File: config.mk
export PLATFORM = sky130hd
export DESIGN_NAME = arbitro_de_funcionalidades
export DESIGN_NICKNAME = d
export VERILOG_FILES = /design/src/rtl/arbitro_pkg.sv /design/src/rtl/seletor_de_prioridade.sv /design/src/rtl/arbitro_de_funcionalidades.sv
export SDC_FILE = /design/constraint.sdc
export NUM_CORES = 1
export LEC_CHECK = 0
export BUFFER_PORTS_ARGS = -buffer_cell sky130_fd_sc_hd__clkbuf_2
export CORE_MARGIN = 2
export CORE_UTILIZATION = 44
export DETAILED_ROUTE_END_ITERATION = 7
export GPL_ROUTABILITY_DRIVEN = 0
export SLEW_MARGIN = 20
export SYNTH_ARGS = -nofsm -noshare
export SYNTH_HDL_FRONTEND = slang
export SYNTH_SLANG_ARGS = --single-unit
File: constraint.sdc
create_clock -name CLK -period 8.2 [get_ports CLK]
set_input_delay 0.41 -clock CLK [delete_from_list [all_inputs] [get_ports CLK]]
set_output_delay 0.41 -clock CLK [all_outputs]
set_load 0.005 [all_outputs]
File: src/rtl/arbitro_pkg.sv
// Shared definitions for the functionality arbiter.
// Holds the neutral function / empty user codes, the FSM state type and the
// fill bit used to build the default permission table (every function open
// to every non-empty user).
package arbitro_pkg;

  localparam int unsigned FUNC_NEUTRO = 0;
  localparam int unsigned USER_NENHUM = 0;

  // Replicated across the whole REQ_LEVEL vector, whatever its width.
  localparam logic REQ_LEVEL_BIT_PADRAO = 1'b0;

  typedef enum logic {
    IDLE = 1'b0,
    HOLD = 1'b1
  } estado_e;

endpackage

File: src/rtl/seletor_de_prioridade.sv
// Combinational priority selector for one function code.
// Among the channels that request function FUNC_IDX and are eligible for it
// (non-empty user code, user code >= MIN_USER), returns the one-hot winner:
// highest user code, ties broken towards the lowest channel index.
// Ports:
//   req_i   per-channel request
//   user_i  per-channel user code, channel i at [i*PRIO_W +: PRIO_W]
//   func_i  per-channel function code, same packing
//   win_o   one-hot winner (all zero when nobody is eligible)
module seletor_de_prioridade
  import arbitro_pkg::*;
#(
  parameter int unsigned       N_CH     = 4,
  parameter int unsigned       PRIO_W   = 3,
  parameter int unsigned       FUNC_W   = 3,
  parameter int unsigned       FUNC_IDX = 1,
  parameter logic [PRIO_W-1:0] MIN_USER = '0
) (
  input  logic [N_CH-1:0]        req_i,
  input  logic [N_CH*PRIO_W-1:0] user_i,
  input  logic [N_CH*FUNC_W-1:0] func_i,
  output logic [N_CH-1:0]        win_o
);

  logic [PRIO_W-1:0] user_ch;
  logic [FUNC_W-1:0] func_ch;
  logic [PRIO_W-1:0] melhor;
  logic              achado;

  always_comb begin
    win_o   = '0;
    user_ch = '0;
    func_ch = '0;
    melhor  = '0;
    achado  = 1'b0;
    for (int i = 0; i < N_CH; i++) begin
      user_ch = user_i[i*PRIO_W +: PRIO_W];
      func_ch = func_i[i*FUNC_W +: FUNC_W];
      if (req_i[i] && (func_ch == FUNC_W'(FUNC_IDX)) &&
          (user_ch != PRIO_W'(USER_NENHUM)) && (user_ch >= MIN_USER)) begin
        // Strictly greater keeps the earlier (lower-index) channel on a tie.
        if (!achado || (user_ch > melhor)) begin
          win_o    = '0;
          win_o[i] = 1'b1;
          melhor   = user_ch;
          achado   = 1'b1;
        end
      end
    end
  end

endmodule

File: src/rtl/arbitro_de_funcionalidades.sv
// Clocked access arbiter for N_CH user channels sharing panel functionalities.
// In IDLE the inputs are sampled: every function with at least one eligible
// requester grants its highest-priority channel, denied requests are flagged
// for one cycle. Grants are then frozen in HOLD for at most HOLD_CYCLES
// cycles, or until every granted channel drops its request.
// Ports:
//   CLK, RST   clock and synchronous active-high reset
//   req        per-channel request
//   user       per-channel user code (priority), channel i at [i*PRIO_W +: PRIO_W]
//   func       per-channel function code, same packing
//   gnt        registered grant vector
//   act_func   one bit per function code that some granted channel holds
//   denied     one-cycle pulse per channel whose request lacked permission
//   busy       high while grants are held
module arbitro_de_funcionalidades
  import arbitro_pkg::*;
#(
  parameter int unsigned N_CH        = 4,
  parameter int unsigned PRIO_W      = 3,
  parameter int unsigned FUNC_W      = 3,
  parameter int unsigned HOLD_CYCLES = 8,
  parameter logic [(2**FUNC_W)*PRIO_W-1:0] REQ_LEVEL =
    {((2**FUNC_W)*PRIO_W){REQ_LEVEL_BIT_PADRAO}}
) (
  input  logic                   CLK,
  input  logic                   RST,
  input  logic [N_CH-1:0]        req,
  input  logic [N_CH*PRIO_W-1:0] user,
  input  logic [N_CH*FUNC_W-1:0] func,
  output logic [N_CH-1:0]        gnt,
  output logic [2**FUNC_W-1:0]   act_func,
  output logic [N_CH-1:0]        denied,
  output logic                   busy
);

  localparam int unsigned N_FUNC = 2**FUNC_W;
  localparam int unsigned CNT_W  = $clog2(HOLD_CYCLES + 1);
  // Loaded on entry to HOLD: the entry edge itself counts as the first cycle.
  localparam logic [CNT_W-1:0] CNT_CARGA = CNT_W'(HOLD_CYCLES - 1);

  estado_e           estado_q, estado_d;
  logic [CNT_W-1:0]  cnt_q, cnt_d;
  logic [N_CH-1:0]   gnt_q, gnt_d;
  logic [N_FUNC-1:0] act_q, act_d;
  logic [N_CH-1:0]   denied_q, denied_d;

  logic [N_CH-1:0]   vence [1:N_FUNC-1];
  logic [N_CH-1:0]   gnt_prox;
  logic [N_FUNC-1:0] act_prox;
  logic [N_CH-1:0]   negado;
  logic [FUNC_W-1:0] func_ch;
  logic [PRIO_W-1:0] user_ch;
  logic [PRIO_W-1:0] nivel;

  // One selector per real function code; code 0 is the neutral "no request".
  for (genvar f = 1; f < N_FUNC; f++) begin : g_seletor
    seletor_de_prioridade #(
      .N_CH    (N_CH),
      .PRIO_W  (PRIO_W),
      .FUNC_W  (FUNC_W),
      .FUNC_IDX(f),
      .MIN_USER(REQ_LEVEL[f*PRIO_W +: PRIO_W])
    ) u_seletor (
      .req_i (req),
      .user_i(user),
      .func_i(func),
      .win_o (vence[f])
    );
  end

  // Candidate grant set, its function map, and the permission check.
  always_comb begin
    gnt_prox = '0;
    act_prox = '0;
    negado   = '0;
    func_ch  = '0;
    user_ch  = '0;
    nivel    = '0;
    for (int f = 1; f < N_FUNC; f++) begin
      gnt_prox = gnt_prox | vence[f];
    end
    for (int i = 0; i < N_CH; i++) begin
      func_ch = func[i*FUNC_W +: FUNC_W];
      user_ch = user[i*PRIO_W +: PRIO_W];
      nivel   = REQ_LEVEL[32'(func_ch)*PRIO_W +: PRIO_W];
      if (req[i] && (func_ch != FUNC_W'(FUNC_NEUTRO)) &&
          ((user_ch == PRIO_W'(USER_NENHUM)) || (user_ch < nivel))) begin
        negado[i] = 1'b1;
      end
      if (gnt_prox[i]) begin
        act_prox[func_ch] = 1'b1;
      end
    end
  end

  always_comb begin
    estado_d = estado_q;
    cnt_d    = cnt_q;
    gnt_d    = gnt_q;
    act_d    = act_q;
    denied_d = '0;
    case (estado_q)
      IDLE: begin
        denied_d = negado;
        if (|gnt_prox) begin
          gnt_d    = gnt_prox;
          act_d    = act_prox;
          cnt_d    = CNT_CARGA;
          estado_d = HOLD;
        end
      end
      HOLD: begin
        // Requests are not re-arbitrated here; only expiry or release matter.
        if ((cnt_q == '0) || ((gnt_q & req) == '0)) begin
          estado_d = IDLE;
          gnt_d    = '0;
          act_d    = '0;
          cnt_d    = '0;
        end else begin
          cnt_d = cnt_q - CNT_W'(1);
        end
      end
      default: begin
        estado_d = IDLE;
        gnt_d    = '0;
        act_d    = '0;
        cnt_d    = '0;
      end
    endcase
  end

  always_ff @(posedge CLK) begin
    if (RST) begin
      estado_q <= IDLE;
      cnt_q    <= '0;
      gnt_q    <= '0;
      act_q    <= '0;
      denied_q <= '0;
    end else begin
      estado_q <= estado_d;
      cnt_q    <= cnt_d;
      gnt_q    <= gnt_d;
      act_q    <= act_d;
      denied_q <= denied_d;
    end
  end

  assign gnt      = gnt_q;
  assign act_func = act_q;
  assign denied   = denied_q;
  assign busy     = (estado_q == HOLD);

endmodule
Yosys cells after proc, flatten, opt, wreduce, memory -nomap -nowiden
Index checks and enable logic that the tools add are counted.

storage, ports and cells
  register bits = 21
  bits of input ports = 30
  output and inout bits = 17

cells by class
  $mul = 4
  reductions and logical operators = 160
  mux-type cells = 147
  magnitude comparators = 37
  add/subtract/negate cells = 1
  equality and inequality tests = 30
  bitwise logic cells = 11
  shift-type cells = 4

operators by type and width
  kind                                                               count
  two-way mux 4 bit                                                  39
  two-way mux 3 bit                                                  35
  logical AND 1 bit                                                  96
  indexed part select 24 x 6 -> 3 bit, first input constant          4
  greater-than comparator 3 bit                                      21
  two-way mux 1 bit                                                  52
  equality test 3 bit, second input constant                         16
  two-way mux 8 bit                                                  6
  logical OR 1 bit                                                   26
  equality test 3 x 2 -> 1 bit, second input constant                8
  greater-or-equal comparator 3 x 1 -> 1 bit, second input constant  8
  bitwise OR 4 bit                                                   6
  bitwise OR 8 bit                                                   3
  nonzero test 3 bit                                                 8
  zero test 1 bit                                                    21
  multiplier 3 x 2 -> 5 bit, second input constant                   4
  less-than comparator 3 x 4 -> 1 bit, second input constant         4
  case mux 4 bit (2 select lines)                                    2
  case mux 8 bit (2 select lines)                                    1
  two-way mux 2 bit                                                  7
  demux 1 bit (select 3 bit)                                         4
  equality test 3 x 1 -> 1 bit, second input constant                4
  zero test 3 bit                                                    4
  less-than comparator 3 bit                                         4
  10 further kinds                                                   11

Logic depth before layout (Yosys ltp)
Gate-level depths: netlist of the first run.

  word-level depth = 32
  mapped depth = 29
  depth with buffers taken out = 26

Modules after synthesis
Synthesis of the first run repeated with hierarchy kept, for this count alone.

second synthesis, totals
  cell total of the unflattened synthesis = 534
  area total of the unflattened synthesis = 4241.6 sq um

modules (own cells, without submodules)
  module                                              times used  seq. area each (sq um)  cells each  area an instance (sq um)
  seletor_de_prioridade (g_seletor[3].u_seletor ...)  3           0.0                     57          427.9
  arbitro_de_funcionalidades                          1           420.4                   136         1177.4
  seletor_de_prioridade (g_seletor[1].u_seletor ...)  2           0.0                     56          442.9
  seletor_de_prioridade (g_seletor[4].u_seletor)      1           0.0                     58          456.7
  seletor_de_prioridade (g_seletor[7].u_seletor)      1           0.0                     57          437.9

Worst setup path before layout of the first run
No wires, ideal clock.

  path kind = input port to flip-flop
  start point = input port user[2]
  end point = register gnt_q[0] (netlist: gnt[0])
  required time = 8.108 ns
  stages = 28
  slack = 2.499 ns
  path buffers = 3
  library setup time = 0.092 ns
  data arrival time = 5.609 ns
  cell sequence = buf_2 -> o311ai_4 -> nor2_1 -> nand2_1 -> ha_1 -> nor2b_1 -> o21ai_0 -> a32oi_1 -> o31ai_1 -> nor2_1 -> a31oi_1 -> ha_1 -> nor2b_1 -> o21ai_0 -> a32oi_1 -> o21ai_2 -> mux2_2 -> ha_1 -> nand3_1 -> o21ai_0 -> nor3_1 -> a21oi_1 -> a311oi_1 -> and3_1 -> buf_1 -> a41oi_2 -> buf_6 -> o32ai_1

between the ends
  longest elaborated chain between the ends = 25
  elaborated cells on any way between the ends = 209

ends and longest elaborated chain
  what                                                                                 line                               RTL
  from (decl)                                                                          arbitro_de_funcionalidades.sv:28   input logic [N_CH*PRIO_W-1:0] user,
  branches (longest 21 deep; another with greater-or-equal comparator 3 x 1 -> 1 bit)  -
  bitwise OR 4 bit *                                                                   arbitro_de_funcionalidades.sv:80   gnt_prox = gnt_prox | vence[f];
  OR reduction 4 bit                                                                   arbitro_de_funcionalidades.sv:105  if (|gnt_prox) begin
  != test 2 bit (no line)                                                              -
  AND reduction 2 bit (no line)                                                        -
  to (signal assigned)                                                                 arbitro_de_funcionalidades.sv:142  gnt_q <= gnt_d;
  to (decl)                                                                            arbitro_de_funcionalidades.sv:43   logic [N_CH-1:0] gnt_q, gnt_d;

Mark *: on every way between the ends. The select of a mux whose other input is x is not followed.
A chain may end at the register's enable or synchronous reset.

Worst setup path in the final report of the first run
Same ends and word-level chain as after synthesis.

==> results.sh, run 1 <==
export IMPL_final_period_utilization_pct=86.9
export IMPL_syn_to_final_growth_pct=10.2
export IMPL_clk_latency_ns=0.26
export IMPL_n_antenna_cell=0
export IMPL_dp_hpwl_um=9730
export IMPL_die_area_um2=9210
export IMPL_netlist_top_cells_area="ha_1, dfxtp_1, o21ai_0, nand2_1, nor2_1"
export IMPL_ant_nets=0
export IMPL_ys_seq_area_share_pct=11.3
export IMPL_grt_max_degree=17
export IMPL_final_cells=655
export IMPL_syn_num_nets=601
export IMPL_cts_tree="done"
export IMPL_path_class="primary input to flip-flop"
export IMPL_clock_sinks=21
export IMPL_fin_nets=645
export IMPL_firstDrtPassIters=5
export IMPL_dp_cells=651
export IMPL_synth_top_cell_area_share_pct=21.5
export IMPL_drive_gt1_share_pct=16.0
export IMPL_post_route_drc_count=0
export IMPL_critPathMaxStageDelay_ns=0.67
export IMPL_seqPwrFrac_pct=32.4
export IMPL_hold_depth=3
export IMPL_status="finished, final reports clean"
export IMPL_syn_area_per_cell_um2=7.34
export IMPL_cts_resized_gates=0
export IMPL_yosys_register_bits=21
export IMPL_clockBufferDepth=2
export IMPL_timing_final_crit_period_ns=7.13
export IMPL_core_um2=8220
export IMPL_cts_buffers_inserted=3
export IMPL_tns_ns=0
export IMPL_rsz0062_at_grt="no"
export IMPL_grt_usage_pct=27.0
export IMPL_rows=33
export IMPL_critPathMaxFanout=16
export IMPL_comb_power_share_pct=49.6
export IMPL_ctsHoldBuffers=0
export IMPL_postCtsSetupBuffers=0
export IMPL_whs_ns=0.435
export IMPL_grt_pass1_wl_um=19200
export IMPL_critical_path_depth=25
export IMPL_yosys_warnings=0
export IMPL_synth_top_cell_by_area="ha_1"
export IMPL_clkPwrFrac_pct=17.9
export IMPL_synthCells=507
export IMPL_worst_setup_path_end_kind="flip-flop"
export IMPL_crit_buf_inv=1
export IMPL_max_freq_mhz=140
export IMPL_fin_skew_ns=0.00474
export IMPL_synth_distinct_cells=60
export IMPL_synthFlopType="dfxtp_1"
export IMPL_arrival_ns=7.29
export IMPL_async_flop_share_pct=0
export IMPL_swShare_pct=41.4
export IMPL_cp_top_family="compound AO/OA/AOI/OAI gates"
export IMPL_clkTransAtPathRegs_ns=0.07
export IMPL_peakVddDrop_uv=46.1
export IMPL_syn_area_um2=3720
export IMPL_grt_remaining_overflow=0
export IMPL_drv_cap=0
export IMPL_cpMostUsedCell="ha_1"
export IMPL_routed_wirelength_um=11900
export IMPL_crit_path_start_kind="primary input"
export IMPL_max_slew_margin_pct=46.5
export IMPL_antenna_found_initial=0
export IMPL_die_h_um=96.0
export IMPL_port_buffers=46
export IMPL_cts_root_buf="clkbuf_8"
export IMPL_first_global_vias=3667
export IMPL_power_density_nw_per_um2=90.1
export IMPL_synth_edf_count=0
export IMPL_critPathRequiredTime_ns=8.36
export IMPL_hp_class="primary input to flip-flop"
export IMPL_intPower_w=0.000217
export IMPL_viasPerCell=6.20
export IMPL_h_tree_depth=1
export IMPL_finalPower_w=0.000370
export IMPL_slowest_stage="o31ai_1"
export IMPL_start_util_pct=45.3
export IMPL_drt_iter0_drc=299
export IMPL_p_leak_nw=1.74
export IMPL_route_vias_total=4059
export IMPL_routedWlPerCell_um=18.2
export IMPL_maxSlewViolCount=0
export IMPL_setup_viol=0
export IMPL_switchingPower_w=0.000153
export IMPL_hold_viol=0
export IMPL_ios=47
export IMPL_die_x_um=96.0
export IMPL_r2r_cells=6
export IMPL_worst_pin_slew_ns=0.795
==> layout make-up <==
type                            count  area (um2)
Clock buffer                        4        45.0
Tap cell                          105         131
Inverter                           41         154
Fill cell                         832        4120
Timing Repair Buffer               49         253
Multi-Input combinational cell    435        3100
Sequential cell                    21         420
==> cell usage in the layout (no fill, tap or decap), types with 3 or more instances in the layout <==
master    netlist  layout
a211o_1         3       3
a211oi_1       11      11
a21oi_1        15      15
a22o_1          4       4
a31oi_1        16      16
a32oi_1         9       9
and2_1          9       9
and3_1          5       5
buf_4           0       3
clkbuf_2        0      46
clkbuf_8        0       3
dfxtp_1        21      21
ha_1           64      64
inv_1          41      41
mux2_2          7       7
nand2_1        55      55
nand2b_1        7       7
nand3_1        14      14
nand3b_1        6       6
nor2_1         44      44
nor2b_1        12      12
nor3_1         18      18
nor3_2          5       5
nor3_4          4       4
nor3b_1         4       4
nor4_1          8       8
o21a_1          3       3
o21ai_0        48      48
o21ai_1         7       7
o21ai_2         7       7
o22ai_1         4       4
o31ai_1         3       3
o32ai_1         3       3
or3_1           9       9
==> synth_stat cells (4+ instances only) <==
library cell / n
clkbuf_1: 5
o22ai_1: 4
nor3_2: 5
o21ai_2: 7
and3_1: 5
nor3_4: 4
nor3_1: 18
a22o_1: 4
dfxtp_1: 21
or3_1: 9
inv_1: 41
nand2_1: 55
nand2b_1: 7
ha_1: 64
nor3b_1: 4
and2_1: 9
a21oi_1: 15
o21ai_0: 48
nor4_1: 8
a211oi_1: 11
nand3b_1: 6
nor2b_1: 12
a31oi_1: 16
a32oi_1: 9
nand3_1: 14
mux2_2: 7
o21ai_1: 7
nor2_1: 44
==> sequential cells by signal (all words and copies together) (netlist names) <==
signal and count:
denied 4, busy 1, cnt_q 4, act_func 8
gnt 4
==> logic make-up (layout without fill, tap and decap cells) <==
| kind of cell | count (synthesis) | after routing | share of synthesized area, % |
|---|---|---|---|
| adders and majority gates | 64 | 64 | 21.5 |
| muxes | 7 | 7 | 2.12 |
| DFF | 21 | 21 | 11.3 |
| buffers and inverters | 51 | 94 | 5.45 |
| AOI/OAI and AO/OA | 151 | 151 | 28.1 |
| and+or+nand+nor | 213 | 213 | 31.5 |
==> power by group through the flow <==
stage / Combinational, W / Sequential (W) / Clock (W)
after floorplan: 0.000126 / 0.000119 / 0
after global placement: 0.000177 / 0.000122 / 0
after detailed placement: 0.000182 / 0.000122 / 0
after CTS: 0.000183 / 0.000120 / 0.0000688
after global routing: 0.000208 / 0.000122 / 0.0000724
final: 0.000183 / 0.000120 / 0.0000663
==> path summary, 6_finish.rpt <==
| path | start | to | slack (ns) |
|---|---|---|---|
| max | user[2] | gnt[0] | 1.07 |
| min | req[3] | denied[3] | 0.43 |
| max reg2reg | gnt[2] | gnt[0] | 6.09 |
| min reg2reg | act_func[0] | act_func[0] | 0.46 |
==> layer usage <==
metal	vias up	GRT usage, %	share of wire [%]
met1	1875	38.1	47
li1	1998	-	-
met5	-	0	0
met3	27	3.92	6.8
met4	0	7.02	2.3
met2	159	43.0	44
==> through the flow <==
stage          cell area, um2  setup WS, ns  util (%)
6_report                 4100          1.07      49.9
5_1_grt                  4100         0.538      49.9
4_1_cts                  4100          1.26      49.9
3_5_place_dp             4060          1.00      49.4
3_3_place_gp             4060          1.19      49.4
2_1_floorplan            3720          2.50         -
==> worst register-to-register path, delay by kind of cell (launching register included) <==
kind	cells	cell delay, ns
AO/OA/AOI/OAI	5	1.53
flip-flops	1	0.33
AND/OR/NAND/NOR	1	0.11
(Power assumes the default switching activity.)
==> run 2: changes to the inputs <==
GPL_TIMING_DRIVEN = 0   (was default)
==> results.sh, run 2 (same netlist as run 1, synthesis figures left out) <==
export IMPL_rsz0062_at_grt="no"
export IMPL_grt_pass1_wl_um=18500
export IMPL_dp_hpwl_um=9450
export IMPL_hp_start="req[3]"
export IMPL_r2r_setup_slack_ns=6.26
export IMPL_r2r_start="busy"
export IMPL_syn_to_final_growth_pct=10.4
export IMPL_drv_cap=0
export IMPL_die_area_um2=9210
export IMPL_ios=47
export IMPL_first_global_vias=3670
export IMPL_die_h_um=96.0
export IMPL_cts_resized_gates=0
export IMPL_p_leak_nw=1.73
export IMPL_antenna_found_initial=0
export IMPL_r2r_cells=7
export IMPL_hold_viol=0
export IMPL_n_antenna_cell=0
export IMPL_clkTransAtPathRegs_ns=0.07
export IMPL_final_cell_mix="ha_1, nand2_1, o21ai_0"
export IMPL_ant_nets=0
export IMPL_post_route_drc_count=0
export IMPL_critPathMaxStageDelay_ns=0.65
export IMPL_routed_wirelength_um=11600
export IMPL_slowest_stage="a211oi_1"
export IMPL_grt_max_degree=17
export IMPL_postCtsSetupBuffers=0
export IMPL_crit_path_start_kind="primary input"
export IMPL_cts_root_buf="clkbuf_8"
export IMPL_drt_iter0_drc=209
export IMPL_core_um2=8220
export IMPL_tns_ns=0
export IMPL_worst_setup_path_end_kind="flip-flop"
export IMPL_cts_tree="done"
export IMPL_worst_pin_slew_ns=0.910
export IMPL_holdPathEnd="denied[3]"
export IMPL_power_density_nw_per_um2=90.7
export IMPL_fin_skew_ns=0.00613
export IMPL_start_util_pct=45.3
export IMPL_hold_depth=3
export IMPL_critPathMaxFanout=10
export IMPL_fin_nets=648
export IMPL_status="finished, final reports clean"
export IMPL_h_tree_depth=1
export IMPL_port_buffers=42
export IMPL_whs_ns=0.440
export IMPL_peakVddDrop_uv=68.6
export IMPL_drive_gt1_share_pct=15.4
export IMPL_setup_viol=0
export IMPL_cpMostUsedCell="ha_1"
export IMPL_timing_final_crit_period_ns=6.68
export IMPL_final_period_utilization_pct=81.5
export IMPL_hp_class="primary input to flip-flop"
export IMPL_route_vias_total=4036
export IMPL_firstDrtPassIters=5
export IMPL_clockBufferDepth=2
export IMPL_rows=33
export IMPL_path_class="primary input to flip-flop"
export IMPL_viasPerCell=6.13
export IMPL_final_common_cell="ha_1"
export IMPL_routedWlPerCell_um=17.7
export IMPL_grt_remaining_overflow=0
export IMPL_maxSlewViolCount=0
export IMPL_final_util_pct=50.0
export IMPL_max_freq_mhz=150
export IMPL_ctsHoldBuffers=0
export IMPL_largest_reg_flops=8
export IMPL_clock_sinks=21
export IMPL_critPathRequiredTime_ns=8.37
export IMPL_cts_buffers_inserted=3
export IMPL_r2r_end="gnt[3]"
export IMPL_die_x_um=96.0
export IMPL_grt_usage_pct=26.0
export IMPL_max_slew_margin_pct=38.8
export IMPL_clk_latency_ns=0.26
export IMPL_arrival_ns=6.85
run 2: final cells by class:
class / count / area (um2)
Inverter: 41 / 154
Buffer: 10 / 48.8
Multi-Input combinational cell: 435 / 3100
Fill cell: 840 / 4110
Tap cell: 105 / 131
Clock buffer: 4 / 45.0
Sequential cell: 21 / 420
Timing Repair Buffer: 42 / 210
run 2: power breakdown:
group | internal [W] | switching (W) | total, W
clock | 0.0000346 | 0.0000338 | 0.0000684
combinational | 0.0000716 | 0.000115 | 0.000187
sequential | 0.000112 | 0.00000559 | 0.000117
total | 0.000218 | 0.000155 | 0.000373
run 2: worst max-delay path by stage:
stage                       start  endpoint  slack (ns)  depth (start not counted)
final                     user[0]    gnt[3]        1.52                         27
after global routing      func[0]    gnt[0]        0.99                         26
after CTS                 user[0]    gnt[3]        1.65                         25
after detailed placement  user[0]    gnt[3]        1.40                         25
after global placement    user[0]    gnt[2]        1.48                         24
after floorplan           user[2]    gnt[0]        2.50                         28
run 2: worst max-delay path, delay by kind of cell:
kind / cells / cell delay (ns)
AOI/OAI and AO/OA: 13 / 3.60
and+or+nand+nor: 7 / 1.05
adders and majority gates: 3 / 0.73
buffers and inverters: 3 / 0.67
muxes: 1 / 0.36
run 2: metal layers:
layer | track usage, % | vias up | wire, um
met4 | 3.33 | 0 | 130
met2 | 42.0 | 139 | 5130
met1 | 38.5 | 1875 | 5580
li1 | - | 2010 | -
met5 | 0 | - | 0
met3 | 2.04 | 12 | 785
run 2: per-stage QoR:
| stage | instances | total power [W] | cell area, um2 | setup slack, ns |
|---|---|---|---|---|
| detailed placement | 654 | 0.000304 | 4060 | 1.40 |
| CTS | 658 | 0.000373 | 4110 | 1.65 |
| global placement | 654 | 0.000299 | 4060 | 1.48 |
| finish | 658 | 0.000373 | 4110 | 1.52 |
| global route | 658 | 0.000404 | 4110 | 0.992 |
| floorplan | 507 | 0.000245 | 3720 | 2.50 |
==> run 3: changes to the inputs <==
PLACE_DENSITY = 0.66   (was default)
clock period = 5.5 ns   (was 8.2 ns; I/O delays follow)
==> results.sh, run 3 (same netlist as run 1, synthesis figures left out) <==
export IMPL_grt_remaining_overflow=0
export IMPL_hold_viol=0
export IMPL_clockBufferDepth=2
export IMPL_pre_cts_ws_ns=-1.32
export IMPL_antenna_found_initial=0
export IMPL_first_global_vias=4069
export IMPL_worst_pin_slew_ns=0.875
export IMPL_largest_reg_flops=8
export IMPL_setup_viol=3
export IMPL_final_common_cell="buf_4"
export IMPL_port_buffers=42
export IMPL_peakVddDrop_uv=85.7
export IMPL_violations="negative setup slack"
export IMPL_fin_ws_ns=-0.00524
export IMPL_cts_buffers_inserted=3
export IMPL_regArea_um2=420
export IMPL_timing_final_crit_period_ns=5.51
export IMPL_r2r_cells=7
export IMPL_r2r_start="busy"
export IMPL_critPathMaxStageDelay_ns=0.38
export IMPL_drt_iter0_drc=404
export IMPL_ios=47
export IMPL_hp_class="primary input to flip-flop"
export IMPL_final_cell_mix="buf_4, ha_1, nand2_1"
export IMPL_max_freq_mhz=182
export IMPL_die_x_um=96.0
export IMPL_r2r_setup_slack_ns=3.60
export IMPL_dp_hpwl_um=9450
export IMPL_firstDrtPassIters=5
export IMPL_drv_cap=0
export IMPL_clk_latency_ns=0.26
export IMPL_status="complete, but fails checks"
export IMPL_slowest_stage="nor3_4"
export IMPL_r2r_end="act_func[2]"
export IMPL_n_antenna_cell=0
export IMPL_critPathRequiredTime_ns=5.70
export IMPL_worst_setup_path_end_kind="flip-flop"
export IMPL_die_area_um2=9210
export IMPL_cts_tree="done"
export IMPL_holdPathEnd="denied[0]"
export IMPL_post_route_drc_count=0
export IMPL_crit_path_start_kind="primary input"
export IMPL_clkTransAtPathRegs_ns=0.08
export IMPL_critPathMaxFanout=10
export IMPL_cts_root_buf="clkbuf_8"
export IMPL_crit_buf_inv=4
export IMPL_n_fill_cell=657
export IMPL_cp_top_family="compound AO/OA/AOI/OAI gates"
export IMPL_die_h_um=96.0
export IMPL_drive_gt1_share_pct=40.2
export IMPL_path_class="primary input to flip-flop"
export IMPL_h_tree_depth=1
export IMPL_hold_depth=3
export IMPL_core_um2=8220
export IMPL_start_util_pct=45.3
export IMPL_final_period_utilization_pct=100
export IMPL_fin_skew_ns=0.00585
export IMPL_route_vias_total=4723
export IMPL_rows=33
export IMPL_ant_nets=0
export IMPL_p_leak_nw=2.22
export IMPL_power_density_nw_per_um2=125
export IMPL_finalPower_w=0.000678
export IMPL_rsz0062_at_grt="yes"
export IMPL_routed_wirelength_um=14600
export IMPL_multi_input_area_um2=3790
export IMPL_hp_start="req[0]"
export IMPL_routedWlPerCell_um=20.0
export IMPL_syn_to_final_growth_pct=45.1
export IMPL_maxSlewViolCount=0
export IMPL_arrival_ns=5.70
export IMPL_grt_max_degree=17
export IMPL_grt_usage_pct=28.1
export IMPL_viasPerCell=6.48
export IMPL_fin_nets=719
export IMPL_ctsHoldBuffers=0
export IMPL_max_slew_margin_pct=41.2
export IMPL_grt_pass1_wl_um=20500
export IMPL_clock_sinks=21
[run 3: cell count changes in the layout (fill, tap and decap cells not counted), sizes merged]
cell,delta
buf,+73
clkbuf,-3
o311ai,+1
[run 3: how the worst max path moves through the flow]
stage,from,to,depth (start not counted),slack (ns)
CTS,user[0],gnt[1],27,0.004
global placement,user[0],gnt[3],25,-1.21
floorplan,user[2],gnt[0],24,0.01
finish,user[0],act_func[2],28,-0.005
detailed placement,user[0],gnt[1],25,-1.32
global route,func[0],act_func[6],29,-0.20
[run 3: what timing repair did]
action	CTS	global route
gates resized for setup	42	143
gates cloned	1	1
endpoints found under the setup margin	17	17
pin swaps	18	60
buffers inserted	24	46
[run 3: report_power, final]
| part | switching, W | leakage (nW) | internal, W |
|---|---|---|---|
| clock | 0.0000511 | 0.0228 | 0.0000517 |
| combinational | 0.000227 | 2.03 | 0.000173 |
| sequential | 0.00000838 | 0.172 | 0.000166 |
[run 3: worst min-delay path: cells and delay by family]
| kind | cells | cell delay (ns) |
|---|---|---|
| AND/OR/NAND/NOR | 2 | 0.09 |
| buffers and inverters | 1 | 0.12 |
[run 3: area by class of cell]
type	count	area share, %
inverter	41	2.85
tap	105	2.43
clock buffer	4	0.834
timing repair buffer	113	14.7
multi-input combinational	436	70.2
sequential	21	7.78
buffer	9	1.25
[run 3: per-layer routing]
| layer | vias up | wire length (um) | part of all wire, % | track usage [%] |
|---|---|---|---|---|
| met4 | 0 | 503 | 3.4 | 3.93 |
| met5 | - | 0 | 0 | 0 |
| li1 | 2153 | - | - | - |
| met2 | 292 | 6760 | 46 | 46.7 |
| met3 | 65 | 1310 | 9.0 | 4.31 |
| met1 | 2213 | 6020 | 41 | 39.2 |
[run 3: metrics by stage]
stage / std cells / utilization (%) / area, um2 / hold WS, ns / TNS (ns)
final: 729 / 65.7 / 5400 / 0.269 / -0.00743
after global routing: 729 / 65.7 / 5400 / 0.275 / -2.77
after CTS: 682 / 54.5 / 4470 / 0.274 / 0
after detailed placement: 654 / 49.5 / 4070 / 0.442 / -20.75
after global placement: 654 / 49.5 / 4070 / 0.437 / -18.81
after floorplan: 507 / - / 3730 / 0.401 / 0
